--- src/rtl/apb_timer_irq_pkg.sv ---
// Shared constants for the timer interrupt aggregator: APB register offsets
// (selected by PADDR[3:2]) and the layout of the ID register.
package apb_timer_irq_pkg;

  localparam logic [1:0] REG_MASK    = 2'd0;
  localparam logic [1:0] REG_PENDING = 2'd1;
  localparam logic [1:0] REG_SET     = 2'd2;
  localparam logic [1:0] REG_ID      = 2'd3;

  localparam int ID_VALID_BIT = 31;
  localparam int ID_WIDTH     = 5;

endpackage

--- src/rtl/irq_prio_enc.sv ---
// Lowest-index-wins priority encoder: returns the index of the lowest set bit
// of req, or 0 with valid low when req is all zero. Purely combinational.
module irq_prio_enc #(
  parameter int IRQ_CNT = 4
) (
  input  logic [IRQ_CNT-1:0] req,
  output logic [4:0]         id,
  output logic               valid
);

  always_comb begin
    id    = '0;
    valid = |req;
    // Scan downward so the lowest set index is the last one written.
    for (int i = IRQ_CNT - 1; i >= 0; i--) begin
      if (req[i]) id = 5'(i);
    end
  end

endmodule

--- src/rtl/apb_timer_irq_ctrl.sv ---
// Interrupt aggregator for the multi-timer block: edge-detect, pending/mask
// registers on an APB window, one combined IRQ plus lowest active source ID.
// Optional macro IRQ_CTRL_SYNC_EN adds a 2-flop input synchronizer on irq_i.
module apb_timer_irq_ctrl
  import apb_timer_irq_pkg::*;
#(
  parameter int APB_ADDR_WIDTH = 12,
  parameter int IRQ_CNT        = 4
) (
  input  logic                      HCLK,
  input  logic                      HRESET,
  input  logic [APB_ADDR_WIDTH-1:0] PADDR,
  input  logic [31:0]               PWDATA,
  input  logic                      PWRITE,
  input  logic                      PSEL,
  input  logic                      PENABLE,
  output logic [31:0]               PRDATA,
  output logic                      PREADY,
  output logic                      PSLVERR,
  input  logic [IRQ_CNT-1:0]        irq_i,
  output logic                      irq_o,
  output logic [ID_WIDTH-1:0]       irq_id_o,
  output logic                      irq_valid_o
);

  logic [IRQ_CNT-1:0] irq_s;
  logic [IRQ_CNT-1:0] irq_q;
  logic [IRQ_CNT-1:0] rise;
  logic [IRQ_CNT-1:0] mask_reg;
  logic [IRQ_CNT-1:0] pending_reg;
  logic [IRQ_CNT-1:0] pending_next;
  logic [IRQ_CNT-1:0] w1c_bits;
  logic [IRQ_CNT-1:0] set_bits;
  logic [IRQ_CNT-1:0] active;
  logic [4:0]         enc_id;
  logic               enc_valid;
  logic               addr_err;
  logic               wr_en;
  logic [1:0]         reg_sel;
  logic [31:0]        mask_ext;
  logic [31:0]        pending_ext;
  logic [31:0]        id_word;
  logic               unused_bits;

`ifdef IRQ_CTRL_SYNC_EN
  logic [IRQ_CNT-1:0] sync_meta_reg;
  logic [IRQ_CNT-1:0] sync_out_reg;

  always_ff @(posedge HCLK) begin
    if (HRESET) begin
      sync_meta_reg <= '0;
      sync_out_reg  <= '0;
    end else begin
      sync_meta_reg <= irq_i;
      sync_out_reg  <= sync_meta_reg;
    end
  end

  assign irq_s = sync_out_reg;
`else
  assign irq_s = irq_i;
`endif

  // irq_q resets to 0, so a line already high after reset counts as a rise.
  assign rise = irq_s & ~irq_q;

  assign addr_err = |PADDR[APB_ADDR_WIDTH-1:4];
  assign reg_sel  = PADDR[3:2];
  assign wr_en    = PSEL & PENABLE & PWRITE & ~addr_err;
  assign PREADY   = 1'b1;

  always_comb begin
    w1c_bits = '0;
    set_bits = '0;
    if (wr_en && reg_sel == REG_PENDING) w1c_bits = PWDATA[IRQ_CNT-1:0];
    if (wr_en && reg_sel == REG_SET)     set_bits = PWDATA[IRQ_CNT-1:0];
    // Hardware and software sets take priority over a same-cycle clear.
    pending_next = (pending_reg & ~w1c_bits) | rise | set_bits;
  end

  assign active = pending_reg & mask_reg;

  irq_prio_enc #(.IRQ_CNT(IRQ_CNT)) u_prio_enc (
    .req   (active),
    .id    (enc_id),
    .valid (enc_valid)
  );

  always_ff @(posedge HCLK) begin
    if (HRESET) begin
      irq_q       <= '0;
      mask_reg    <= '0;
      pending_reg <= '0;
      irq_o       <= 1'b0;
      irq_id_o    <= '0;
    end else begin
      irq_q       <= irq_s;
      pending_reg <= pending_next;
      if (wr_en && reg_sel == REG_MASK) mask_reg <= PWDATA[IRQ_CNT-1:0];
      irq_o       <= enc_valid;
      irq_id_o    <= enc_id;
    end
  end

  assign irq_valid_o = irq_o;

  always_comb begin
    mask_ext                  = '0;
    mask_ext[IRQ_CNT-1:0]     = mask_reg;
    pending_ext               = '0;
    pending_ext[IRQ_CNT-1:0]  = pending_reg;
    id_word                   = '0;
    id_word[ID_VALID_BIT]     = irq_valid_o;
    id_word[ID_WIDTH-1:0]     = irq_id_o;
  end

  always_comb begin
    PRDATA  = '0;
    PSLVERR = 1'b0;
    if (PSEL) begin
      if (addr_err) begin
        PSLVERR = 1'b1;
      end else begin
        case (reg_sel)
          REG_MASK:    PRDATA = mask_ext;
          REG_PENDING: PRDATA = pending_ext;
          REG_ID:      PRDATA = id_word;
          default:     PRDATA = '0;
        endcase
      end
    end
  end

  assign unused_bits = ^{PWDATA, PADDR[1:0]};

endmodule

--- config.mk ---
export PLATFORM = sky130hd
export DESIGN_NAME = apb_timer_irq_ctrl
export DESIGN_NICKNAME = d
export VERILOG_FILES = /design/src/rtl/apb_timer_irq_pkg.sv /design/src/rtl/irq_prio_enc.sv /design/src/rtl/apb_timer_irq_ctrl.sv
export SDC_FILE = /design/constraint.sdc
export NUM_CORES = 1
export LEC_CHECK = 0
export CAP_MARGIN = 20
export CORE_UTILIZATION = 29
export DETAILED_ROUTE_END_ITERATION = 8
export PLACE_DENSITY = 0.84
export SYNTH_ARGS = -nofsm -noshare
export SYNTH_HDL_FRONTEND = slang
export SYNTH_HIERARCHICAL = 1
export SYNTH_SLANG_ARGS = --single-unit
--- constraint.sdc ---
create_clock -name HCLK -period 1.1 [get_ports HCLK]
set_input_delay 0.11 -clock HCLK [delete_from_list [all_inputs] [get_ports HCLK]]
set_output_delay 0.11 -clock HCLK [all_outputs]
set_load 0.01 [all_outputs]
### Yosys cells after proc, flatten, opt, wreduce, memory -nomap -nowiden

Cells that the tools add are included.

* equality and inequality tests: 3
* multiplexer cells: 10
* bitwise logic cells: 11
* reductions and logical operators: 9

Operators by type and width (number)
* case mux 32 bit (3 select lines): 1
* two-way mux 32 bit: 2
* bitwise AND 4 bit: 3
* two-way mux 4 bit: 2
* NOT 4 bit: 2
* bitwise OR 4 bit: 2
* OR reduction 4 bit: 2
* OR reduction 8 bit: 1
* == test 2 bit (second input constant): 2
* two-way mux 2 bit: 2
* bitwise AND 1 bit: 3
* logical AND 1 bit: 3
* two-way mux 1 bit: 3
* OR reduction 3 bit: 1
* == test 2 x 1 -> 1 bit (second input constant): 1
* zero test 2 bit: 1
* OR reduction 2 bit: 1
* NOT 1 bit: 1

* register bits: 18
* input bits: 53
* output and inout bits: 41
* word-level logic and storage cells: 40

### Depth between registers and ports, before layout

Gate-level depths: netlist of the first run.

* depth after elaboration: 9
* mapped depth: 5
* mapped depth without buffers: 4

### Cells and area by module

Netlist of the first run, hierarchy kept.

By module, submodules not included
* apb_timer_irq_ctrl: instances 1, cells an instance 120, area each 1081.0 µm², sequential area each 360.3 µm²
* irq_prio_enc: instances 1, cells an instance 11, area each 61.3 µm², sequential area each 0.0 µm²

### Worst setup path before layout of the first run

OpenSTA, ideal clock, no wires.

* path kind: input -> register
* start point: input port PADDR[5]
* end point: register pending_reg[1]
* library setup time: 0.120 ns
* data arrival time: 1.025 ns
* required time: 0.980 ns
* path slack: -0.044 ns
* cell stages on the path: 4
* path buffers: 0
* cells stage by stage: nor4_4 -> and4_4 -> a21oi_1 -> a211o_1

* cells in the longest elaborated chain, start to end: 9
* elaborated cells between the ends (all ways): 11
* those cells by class: 2 x mux; 6 x bitwise; 3 x reduce/logical

Ends and longest elaborated chain
* start, declared: line apb_timer_irq_ctrl.sv:12 `input logic [APB_ADDR_WIDTH-1:0] PADDR,`
* OR reduction 8 bit *: line apb_timer_irq_ctrl.sv:67 `assign addr_err = |PADDR[APB_ADDR_WIDTH-1:4];`
* NOT 1 bit *: line apb_timer_irq_ctrl.sv:69 `assign wr_en = PSEL & PENABLE & PWRITE & ~addr_err;`
* bitwise AND 1 bit *: line apb_timer_irq_ctrl.sv:69
* logical AND 1 bit: line apb_timer_irq_ctrl.sv:75 `if (wr_en && reg_sel == REG_PENDING) w1c_bits = PWDATA[IRQ_CNT-1:0];`
* two-way mux 4 bit: line apb_timer_irq_ctrl.sv:75
* NOT 4 bit: line apb_timer_irq_ctrl.sv:78 `pending_next = (pending_reg & ~w1c_bits) | rise | set_bits;`
* bitwise AND 4 bit: line apb_timer_irq_ctrl.sv:78
* bitwise OR 4 bit: line apb_timer_irq_ctrl.sv:78
* bitwise OR 4 bit *: line apb_timer_irq_ctrl.sv:78
* end signal, assigned: line apb_timer_irq_ctrl.sv:98 `pending_reg <= pending_next;`
* end, declared: line apb_timer_irq_ctrl.sv:30 `logic [IRQ_CNT-1:0] pending_reg;`

Every way passes the cells marked *; elsewhere a longest branch is shown, timed or not.
A chain may end at the register's enable or synchronous reset.

### Final worst setup path of the first run

* start point: register pending_reg[2]
* end point: output port PRDATA[2]

* cells in the longest elaborated chain, start to end: 3

Ends and longest elaborated chain
* case mux 32 bit (3 select lines): line apb_timer_irq_ctrl.sv:124 `case (reg_sel)`
* two-way mux 32 bit: line apb_timer_irq_ctrl.sv:121 `if (addr_err) begin`
* two-way mux 32 bit: line apb_timer_irq_ctrl.sv:120 `if (PSEL) begin`
* end, declared: line apb_timer_irq_ctrl.sv:17 `output logic [31:0] PRDATA,`

Every way passes these cells.

==> metrics.md, run 1 <==
| Metric | Value |
|---|---|
| Setup Viol. Count Final | 14 |
| Post-Synth Adder-Cell Area | 0 |
| Worst-path clk slew | 70 ps |
| Critical path required time | 990 ps |
| Top delay family on crit path | flip-flops |
| Max-cap violations | 0 |
| Hold Crit Endpoint | irq_q[2]$_SDFF_PP0_ |
| Buf/Inv on CP | 1 |
| Commonest non-fill, non-tap cells in the layout | conb_1, buf_4, nor2_1, nor2b_1, dfxtp_1 |
| Floorplan core area | 3720 um2 |
| Compound-cell area share of the yosys netlist | 0.0843 |
| Die ar. | 4190 um2 |
| CP cell instances | mux2i_1 -> nor2_1 -> a31oi_1 -> nor2_1 -> buf_2 |
| CTS tree | yes |
| Top reg by flops | irq_id_o |
| R2R depth | 4 |
| Post-synthesis mux area share | 0.0701 |
| Max FO, Critical Path | 2 |
| Slew Limit Fails | 0 |
| Global-route wire length before repair | 4.46 mm |
| Setup slack, reg-to-reg | 40 ps |
| Sequential share of the synthesized area | 0.315 |
| Hold Violations, Final | 0 |
| Worst hold path class | input pin to flop |
| Vias | 1041 |
| CP Launch Type | flop |
| All-layer global routing usage | 0.139 |
| Clock tree buffer depth | 2 |
| Vias in the first global route | 1024 |
| Initial antenna violation count | 0 |
| Slowest-stage cell, CP | dfxtp_2 |
| DR WL/cell | 11.9 um |
| Die width | 64.8 um |
| Synthesized flop and latch total | 18 |
| DPL Wire Length | 1.90 mm |
| H-tree depth | 1 |
| Final Skew | 5.02 ps |
| Critical path type | flop to output pin |
| PnR worst setup slack | -174 ps |
| Final RePlAce weighted congestion | 0.733 |
| Final min period | 1270 ps |
| Most common cell after layout, fill and taps aside | conb_1 |
| Syn Area/Cell | 8.72 um2 |
| Worst Path Arrival | 1160 ps |
| Simple-gate share of the synthesized area | 0.294 |
| CTS buffer count | 3 |
| Failing checks | setup timing |
| Total gr overflow | 0 |
| Achievable clock frequency | 0.785 GHz |
| Outcome | finished with violations |
| Hold path startpoint | irq_i[2] |
| NumNets Final | 250 |
| Diode count | 0 |
| CP dominant cell by count | nor2_1 |
| Cells after synthesis | 131 |
| CP peak stage delay | 330 ps |
| Ys Warns | 6 |
| Top-level port count | 94 |
| Row Count | 22 |
| Root Driver | clkbuf_8 |
| Worst-Skew Late Latency | 260 ps |
| Setup crit end kind | output pin |
| Mapped Area | 1140 um2 |
| Synth unique cells | 24 |
| Count of input and output buffers | 36 |
| Remaining routing DRC violations | 0 |
| Post-DP Area | 1590 um2 |
| Worst R2R End | irq_id_o[1]$_SDFF_PP0_ |
| Pin count of the biggest net entering global routing | 12 |
| Largest family of logic cells by synthesized area | simple AND/OR/NAND/NOR gates |
| Die height | 64.8 um |
| Share of cells above drive strength 1 | 0.385 |
| Unrepaired setup endpoints after global routing | true |
| DRT Wirelength | 2.89 mm |
| Hold buffers post-CTS | 0 |
| Num Clock Sinks | 18 |
| Drt via density | 4.28 |
| Initial Utilization | 0.307 |
| Leakage | 0.848 nW |
| P&R area growth vs syn | 53.5% |
| DP Worst Slack | -836 ps |
| Part of the cycle the worst path needs | 1.16 |
| Antenna Nets Post-Route | 0 |
| First DRT Iteration DRCs | 16 |
| Power Dens Cells | 847 nW/um2 |
| Synth Area in XOR/XNOR | 0 |
| Highest ir drop seen on vdd | 619 uV |
| WHS Path Cells | 2 |
| Drt pass-1 iters | 5 |
| R2R Path Start | pending_reg[0]$_SDFF_PP0_ |
| # fillers | 380 |
| Final instance area | 1750 um2 |
| Max reg flops | 5 |
==> per-stage QoR <==
| stage | hold WS, ps | TNS [ps] | util | total power, mW | std cells |
|---|---|---|---|---|---|
| detailed placement | 509 | -10850 | 0.427 | 0.994 | 226 |
| CTS | 417 | -852 | 0.453 | 1.47 | 240 |
| floorplan | 228 | -198 | - | 0.910 | 158 |
| finish | 415 | -1020 | 0.472 | 1.49 | 243 |
| global route | 421 | -2310 | 0.472 | 1.56 | 243 |
| global placement | 505 | -10510 | 0.427 | 0.989 | 226 |
==> synth_stat cells <==
cell type	count	area, um2
clkbuf_1	4	15.0
nand3_1	2	10.0
nand2_1	1	3.75
conb_1	3	11.3
a21boi_0	1	7.51
and3_1	1	6.26
nor3b_2	1	12.5
nor4_4	2	42.5
inv_1	1	3.75
nor3_1	1	5.00
and4_1	2	17.5
and4b_1	3	30.0
a21oi_2	1	8.76
nand2b_1	5	31.3
and2_1	4	25.0
nor2b_1	14	87.6
buf_4	32	240
a21oi_1	4	20.0
and4_4	1	11.3
nor2_1	14	52.6
dfxtp_1	18	360
a31oi_1	4	25.0
a211o_1	4	35.0
mux2i_1	8	80.1
==> metal layers <==
metal / vias up / GRT usage / wire length (um)
li1: 503 / - / -
met1: 488 / 0.150 / 1130
met2: 45 / 0.263 / 1540
met3: 5 / 0.0211 / 182
met4: 0 / 0.0583 / 44
met5: - / 0 / 0
==> worst reg2reg max path: stages (launching register included) <==
cell     delay (ps)
dfxtp_2         320
buf_4           130
and2_1          200
nor3_2          180
nor2b_2         160
==> cells by family after synthesis <==
logic type / count (synthesis)
simple gates: 51
buf+inv: 37
flops: 18
compound gates: 14
mux: 8
other cells: 3
==> where the power goes <==
group / switching, mW / internal, mW / total (mW)
sequential: 0.0140 / 0.683 / 0.697
clock: 0.215 / 0.244 / 0.459
combinational: 0.150 / 0.179 / 0.329
total: 0.379 / 1.11 / 1.49
==> area by class of cell <==
| class | count | area (um2) | share of cell area |
|---|---|---|---|
| clock buffer | 3 | 41.3 | 0.0236 |
| inverter | 1 | 3.75 | 0.00214 |
| multi-input combinational | 103 | 682 | 0.389 |
| sequential | 18 | 367 | 0.209 |
| tap | 48 | 60.1 | 0.0343 |
| timing repair buffer | 70 | 599 | 0.342 |
==> what timing repair did <==
action,CTS,global route
setup endpoints to repair,22,21
setup buffers,12,3
pin swaps,16,17
gates resized for setup,86,17
endpoints found under the hold margin,0,0
==> worst max-delay path by stage <==
| stage | from | endpoint | slack (ps) | cells past startpoint |
|---|---|---|---|---|
| 3_5_place_dp | PADDR[6] | PRDATA[31] | -840 | 5 |
| 2_1_floorplan | PADDR[9] | mask_reg[0]$_SDFFE_PP0P_ | -30 | 5 |
| 3_3_place_gp | PADDR[9] | PRDATA[31] | -820 | 5 |
| 4_1_cts | pending_reg[1]$_SDFF_PP0_ | PRDATA[1] | -130 | 5 |
| 5_1_grt | pending_reg[3]$_SDFF_PP0_ | PRDATA[3] | -250 | 5 |
| 6_report | pending_reg[2]$_SDFF_PP0_ | PRDATA[2] | -170 | 5 |
No activity file was read; power rests on OpenSTA's default activity.
==> inputs of run 2 (changes only) <==
- CORE_UTILIZATION: 29 -> 35
- HOLD_SLACK_MARGIN: not set -> 0.02
- PLACE_DENSITY: 0.84 -> 0.94
- TNS_END_PERCENT: not set -> 30
- clock period: 1.1 -> 1.5 ns (I/O delays scaled with it)
==> run 2 against run 1 <==
Compared with the run above:
- the run now ends clean
- clock power is 37% lower
- cell count fell by 10%
- global-route usage decreased by 0.32 points
- die area down 17%
- sequential power down 27%
- critical endpoint is now PRDATA[3]
- largest power group unchanged
==> metrics.md, run 2 (synthesis gave the netlist of run 1 again) <==
| Metric | Value |
|---|---|
| DPL Wire Length | 1.72 mm (-9.6%) |
| CP cell instances | dlygate4sd2_1 -> nor4_4 -> buf_4 -> nand3_4 -> buf_6 -> nor2_1 -> buf_2 |
| Top delay family on crit path | buffers and inverters |
| Max FO, Critical Path | 3 (+1) |
| CP Launch Type | input pin |
| Slowest-stage cell, CP | nor4_4 |
| Hold path startpoint | irq_i[1] |
| Top reg by flops | irq_id_o |
| H-tree depth | 1 (unchanged) |
| Share of cells above drive strength 1 | 0.178 (-0.206) |
| Total gr overflow | 0 (unchanged) |
| Max-cap violations | 0 (unchanged) |
| Final core occ | 0.496 (+0.0242) |
| First DRT Iteration DRCs | 20 (+4) |
| Pin count of the biggest net entering global routing | 20 (+8) |
| Worst R2R End | irq_id_o[0]$_SDFF_PP0_ |
| Vias in the first global route | 864 (-16%) |
| Worst hold path class | input pin to flop |
| Met1 usage | 0.163 (+0.0126) |
| Commonest non-fill, non-tap cells in the layout | conb_1, clkdlybuf4s50_1, dfxtp_1 |
| Final RePlAce weighted congestion | 0.711 (-3.0%) |
| R2R depth | 4 (unchanged) |
| Drt pass-1 iters | 3 (-2) |
| Buf/Inv on CP | 4 (+3) |
| Unrepaired setup endpoints after global routing | true |
| Setup crit end kind | output pin |
| R2R Path Start | pending_reg[2]$_SDFF_PP0_ |
| Highest ir drop seen on vdd | 455 uV (-26%) |
| Hold Crit Endpoint | irq_q[1]$_SDFF_PP0_ |
| Critical path type | input pin to output pin |
| PnR worst setup slack | 76.9 ps (+251 ps) |
| Drt via density | 4.18 (-2.3%) |
| Floorplan core area | 3080 um2 (-17%) |
| Vias | 912 (-12%) |
| Antenna Nets Post-Route | 0 (unchanged) |
| Setup Viol. Count Final | 0 (-14) |
| Worst-Skew Late Latency | 280 ps (+20 ps) |
| CTS buffer count | 3 (unchanged) |
| Achievable clock frequency | 0.703 GHz |
| DP Worst Slack | -545 ps (+291 ps) |
| Critical path required time | 1350 ps (+360 ps) |
| Global-route wire length before repair | 3.66 mm (-18%) |
| Remaining routing DRC violations | 0 (unchanged) |
| Worst Path Arrival | 1270 ps (+110 ps) |
| Initial Utilization | 0.371 (+0.0637) |
| Fin Hold WS | 420 ps (+5.04 ps) |
| Sw Share | 0.249 (-0.00673) |
| GR peak layer | met2 |
| CP peak stage delay | 280 ps (-50 ps) |
| DR WL/cell | 10.0 um (-16%) |
| NumNets Final | 228 (-8.8%) |
| Row Count | 20 (-9.1%) |
| Die ar. | 3500 um2 (-17%) |
| Root Driver | clkbuf_4 |
| Die height | 59.1 um (-8.7%) |
| Max reg flops | 5 (unchanged) |
| Net Switching | 0.247 mW (-35%) |
| Num Clock Sinks | 18 (unchanged) |
| Met3 usage | 0.0218 (+0.000707) |
| Setup slack, reg-to-reg | 560 ps (+520 ps) |
| P&R area growth vs syn | 33.6% |
| Die width | 59.1 um (-8.7%) |
| CTS tree | yes |
| Most common cell after layout, fill and taps aside | conb_1 |
| Outcome | completed |
| Final min period | 1420 ps |
| Clk network pwr share | 0.291 (-0.018) |
| All-layer global routing usage | 0.136 (-0.00324) |
| Hold Violations, Final | 0 (unchanged) |
| Slew Limit Fails | 0 (unchanged) |
| Leakage | 0.694 nW (-18%) |
| Int Pwr | 0.746 mW (-33%) |
| DRT Wirelength | 2.19 mm (-24%) |
| Comb pwr share | 0.195 (-0.027) |
| Power Dens Cells | 650 nW/um2 (-23%) |
| Top-level port count | 94 (unchanged) |
| Final Skew | 2.02 ps (-3.00 ps) |
| Part of the cycle the worst path needs | 0.949 |
| Count of input and output buffers | 36 (unchanged) |
| Clock tree buffer depth | 2 (unchanged) |
| Met2 usage | 0.245 (-0.0179) |
| Sequential share of power | 0.514 (+0.045) |
| Initial antenna violation count | 0 (unchanged) |
| Diode count | 0 (unchanged) |
| Worst-path clk slew | 100 ps (+30 ps) |
| WHS Path Cells | 2 (unchanged) |
## run 2: cell types whose count changed in the layout (fill, tap and decap cells not counted), moves of 4 or more
cell	delta
buf_6	-8
clkdlybuf4s50_1	+11
dfxtp_2	-5
buf_2	-4
a21oi_2	-4
dfxtp_1	+5
buf_4	-18
a21oi_1	+4
## run 2: what timing repair did
action,CTS,global route
endpoints found under the setup margin,15,10
resized for setup,38,7
pin swaps,4,7
setup buffers,4,0
hold buffers,0,0
## run 2: per-layer routing
metal	share of wire	routed length [um]	vias up
met5	0	0	-
met4	0.0018	4	0
met3	0.074	163	2
met2	0.49	1080	39
met1	0.43	939	406
li1	-	-	465
## run 2: worst max-delay path by stage
stage	start	endpoint	slack, ps	depth (start not counted)
global route	PADDR[9]	PSLVERR	-2	6
global placement	PADDR[5]	PRDATA[3]	-520	5
finish	PADDR[9]	PRDATA[3]	80	7
detailed placement	PADDR[5]	PRDATA[3]	-550	5
CTS	PADDR[10]	PRDATA[3]	20	7
floorplan	PADDR[5]	pending_reg[1]$_SDFF_PP0_	320	4
## run 2: power groups by stage
stage / combinational (mW) / clock (mW) / sequential [mW]
6_report: 0.194 / 0.289 / 0.510
5_1_grt: 0.214 / 0.325 / 0.513
4_1_cts: 0.192 / 0.302 / 0.510
3_5_place_dp: 0.194 / 0 / 0.521
3_3_place_gp: 0.191 / 0 / 0.520
2_1_floorplan: 0.146 / 0 / 0.520
## run 2: cell type report
cell class,count,area [um2]
Sequential cell,18,360
Tap cell,44,55.1
Timing Repair Buffer,48,430
Fill cell,314,1550
Inverter,1,3.75
Clock buffer,4,36.3
Multi-Input combinational cell,103,641
## run 2: worst register-to-register path, stage by stage, from the launching register on
cell and delay (ps):
dfxtp_1 340, and2_1 170, nand2b_1 150, a21oi_2 120, nor2b_1 120
## run 2: through the flow
step           power [mW]  instances  TNS, ps  area [um2]
3_5_place_dp        0.715        210    -6240        1480
5_1_grt              1.05        218    -1.65        1530
4_1_cts              1.00        218        0        1520
6_report            0.993        218        0        1530
2_1_floorplan       0.665        158        0        1240
3_3_place_gp        0.711        210    -5870        1480
==> inputs of run 3 (changes only) <==
- CORE_UTILIZATION: 35 -> 29
- PLACE_DENSITY: 0.94 -> not set
- PLACE_DENSITY_LB_ADDON: not set -> 0.15
- clock period: 1.5 -> 1.25 ns (I/O delays scaled with it)
==> run 3 against run 2 <==
Compared with the run above:
- the run now ends with setup timing left
- worst setup slack worse by 83 ps
- critical endpoint is now PRDATA[1]
- flip-flop and latch count stayed put
- sequential power is 20% higher
- non-clock buffer count is 21 higher
- first-iteration DRC count is 85% higher
- critical path depth is 2 lower
==> metrics.md, run 3 (synthesis gave the netlist of run 1 again) <==
| Metric | Value |
|---|---|
| Pin count of the biggest net entering global routing | 12 (-40%) |
| Final RePlAce weighted congestion | 0.770 (+8.4%) |
| Die height | 64.8 um (+9.5%) |
| Top-level port count | 94 (unchanged) |
| DRT Wirelength | 2.71 mm (+24%) |
| CP Launch Type | flop |
| Drt pass-1 iters | 2 (-1) |
| Setup TNS | -12.2 ps (-12.2 ps) |
| Slowest-stage cell, CP | dfxtp_2 |
| Drt via density | 4.19 (about the same) |
| WHS Path Cells | 2 (unchanged) |
| Power consumption | 1.29 mW (+30%) |
| Floorplan core area | 3720 um2 (+21%) |
| Post-DP Area | 1570 um2 (+6.4%) |
| Hold Crit Endpoint | irq_q[2]$_SDFF_PP0_ |
| Outcome | finished with violations |
| Worst-Skew Late Latency | 250 ps (-30 ps) |
| R2R Path Start | pending_reg[2]$_SDFF_PP0_ |
| Hold buffers post-CTS | 0 (unchanged) |
| R2R depth | 5 (+1) |
| Worst Path Arrival | 1130 ps (-140 ps) |
| Max reg flops | 5 (unchanged) |
| Max-cap violations | 0 (unchanged) |
| Hold Violations, Final | 0 (unchanged) |
| # fillers | 376 (+20%) |
| Power Dens Cells | 734 nW/um2 (+13%) |
| Root Driver | clkbuf_8 |
| Row Count | 22 (+10%) |
| Setup slack, reg-to-reg | 180 ps (-380 ps) |
| Vias in the first global route | 999 (+16%) |
| All-layer global routing usage | 0.137 (+0.000774) |
| Final Skew | 3.82 ps (+1.79 ps) |
| Remaining routing DRC violations | 0 (unchanged) |
| CTS tree | yes |
| Die width | 64.8 um (+9.5%) |
| P&R area growth vs syn | 53.5% |
| Top reg by flops | irq_id_o |
| Highest ir drop seen on vdd | 437 uV (-4.0%) |
| DP Worst Slack | -732 ps (-187 ps) |
| Hold path startpoint | irq_i[2] |
| Share of cells above drive strength 1 | 0.351 (+0.172) |
| Initial Utilization | 0.307 (-0.0637) |
| Leakage | 0.872 nW (+26%) |
| Commonest non-fill, non-tap cells in the layout | conb_1, buf_4, dfxtp_1 |
| Count of input and output buffers | 36 (unchanged) |
| Failing checks | setup timing |
| Total gr overflow | 0 (unchanged) |
| CTS buffer count | 3 (unchanged) |
| Worst hold path class | input pin to flop |
| Critical path required time | 1120 ps (-230 ps) |
| NumNets Final | 249 (+9.2%) |
| CP cell instances | mux2i_1 -> nor2_1 -> a31oi_2 -> nor2_4 -> buf_6 |
| Global-route wire length before repair | 4.43 mm (+21%) |
| Critical path type | flop to output pin |
| Max FO, Critical Path | 2 (-1) |
| Worst-path clk slew | 60 ps (-40 ps) |
| Vias | 1013 (+11%) |
| Setup Viol. Count Final | 3 (+3) |
| Unrepaired setup endpoints after global routing | true |
| Placed Cells | 226 (+7.6%) |
| Fin Hold WS | 436 ps (+16.2 ps) |
| Slew Limit Fails | 0 (unchanged) |
| Num Clock Sinks | 18 (unchanged) |
| Cell Count, Final, Fillers Out | 242 (+11%) |
| Clock tree buffer depth | 2 (unchanged) |
| DR WL/cell | 11.2 um (+11%) |
| Initial antenna violation count | 0 (unchanged) |
| Die ar. | 4190 um2 (+20%) |
| Diode count | 0 (unchanged) |
| Most common cell after layout, fill and taps aside | conb_1 |
| Final instance area | 1750 um2 (+15%) |
| First DRT Iteration DRCs | 37 (+85%) |
| Antenna Nets Post-Route | 0 (unchanged) |
| H-tree depth | 1 (unchanged) |
| Achievable clock frequency | 0.796 GHz |
| Part of the cycle the worst path needs | 1.01 |
| CP peak stage delay | 320 ps (+40 ps) |
| PnR worst setup slack | -6.37 ps (-83.3 ps) |
| Final min period | 1260 ps |
| Setup crit end kind | output pin |
| Worst R2R End | irq_id_o[0]$_SDFF_PP0_ |
| Final core occ | 0.472 (-0.0242) |
| DPL Wire Length | 1.94 mm (+13%) |
-- run 3: worst max-delay path: cells and delay by family (launching register included) --
family	cells	cell delay (ps)
AND/OR/NAND/NOR	2	110
AO/OA/AOI/OAI	1	200
flip-flops	1	320
buffers and inverters	1	120
multiplexers	1	130
-- run 3: how the worst max path moves through the flow --
stage                              start                         to  slack [ps]  cells after the start
6_report       pending_reg[1]$_SDFF_PP0_                  PRDATA[1]          -6                      5
5_1_grt        pending_reg[3]$_SDFF_PP0_                  PRDATA[3]         -90                      5
4_1_cts                         PADDR[2]                  PRDATA[0]         -20                      7
3_5_place_dp                    PADDR[5]                  PRDATA[0]        -730                      5
3_3_place_gp                    PADDR[5]                  PRDATA[0]        -700                      5
2_1_floorplan                   PADDR[5]  pending_reg[1]$_SDFF_PP0_          90                      4
-- run 3: final cells by class --
| type | instances | area [um2] | share of cell area |
|---|---|---|---|
| Sequential cell | 18 | 364 | 0.208 |
| Inverter | 1 | 3.75 | 0.00214 |
| Multi-Input combinational cell | 103 | 676 | 0.385 |
| Clock buffer | 3 | 41.3 | 0.0236 |
| Timing Repair Buffer | 69 | 608 | 0.347 |
| Tap cell | 48 | 60.1 | 0.0343 |
-- run 3: power by group --
part / switching (mW) / leakage [nW] / internal [mW]
Clock: 0.174 / 0.0216 / 0.213
Combinational: 0.131 / 0.702 / 0.156
Sequential: 0.0117 / 0.149 / 0.600
-- run 3: layer usage --
metal	wire length, um	track usage	vias to the layer above
li1	-	-	503
met3	208	0.0299	2
met4	16	0.0500	0
met5	0	0	-
met1	1150	0.156	464
met2	1330	0.245	44
-- run 3: what timing repair did --
action,in CTS,in global routing
gates cloned,1,0
endpoints found under the setup margin,20,14
setup buffers,11,2
resized for setup,75,22
endpoints found under the hold margin,0,0
pin swaps,13,7
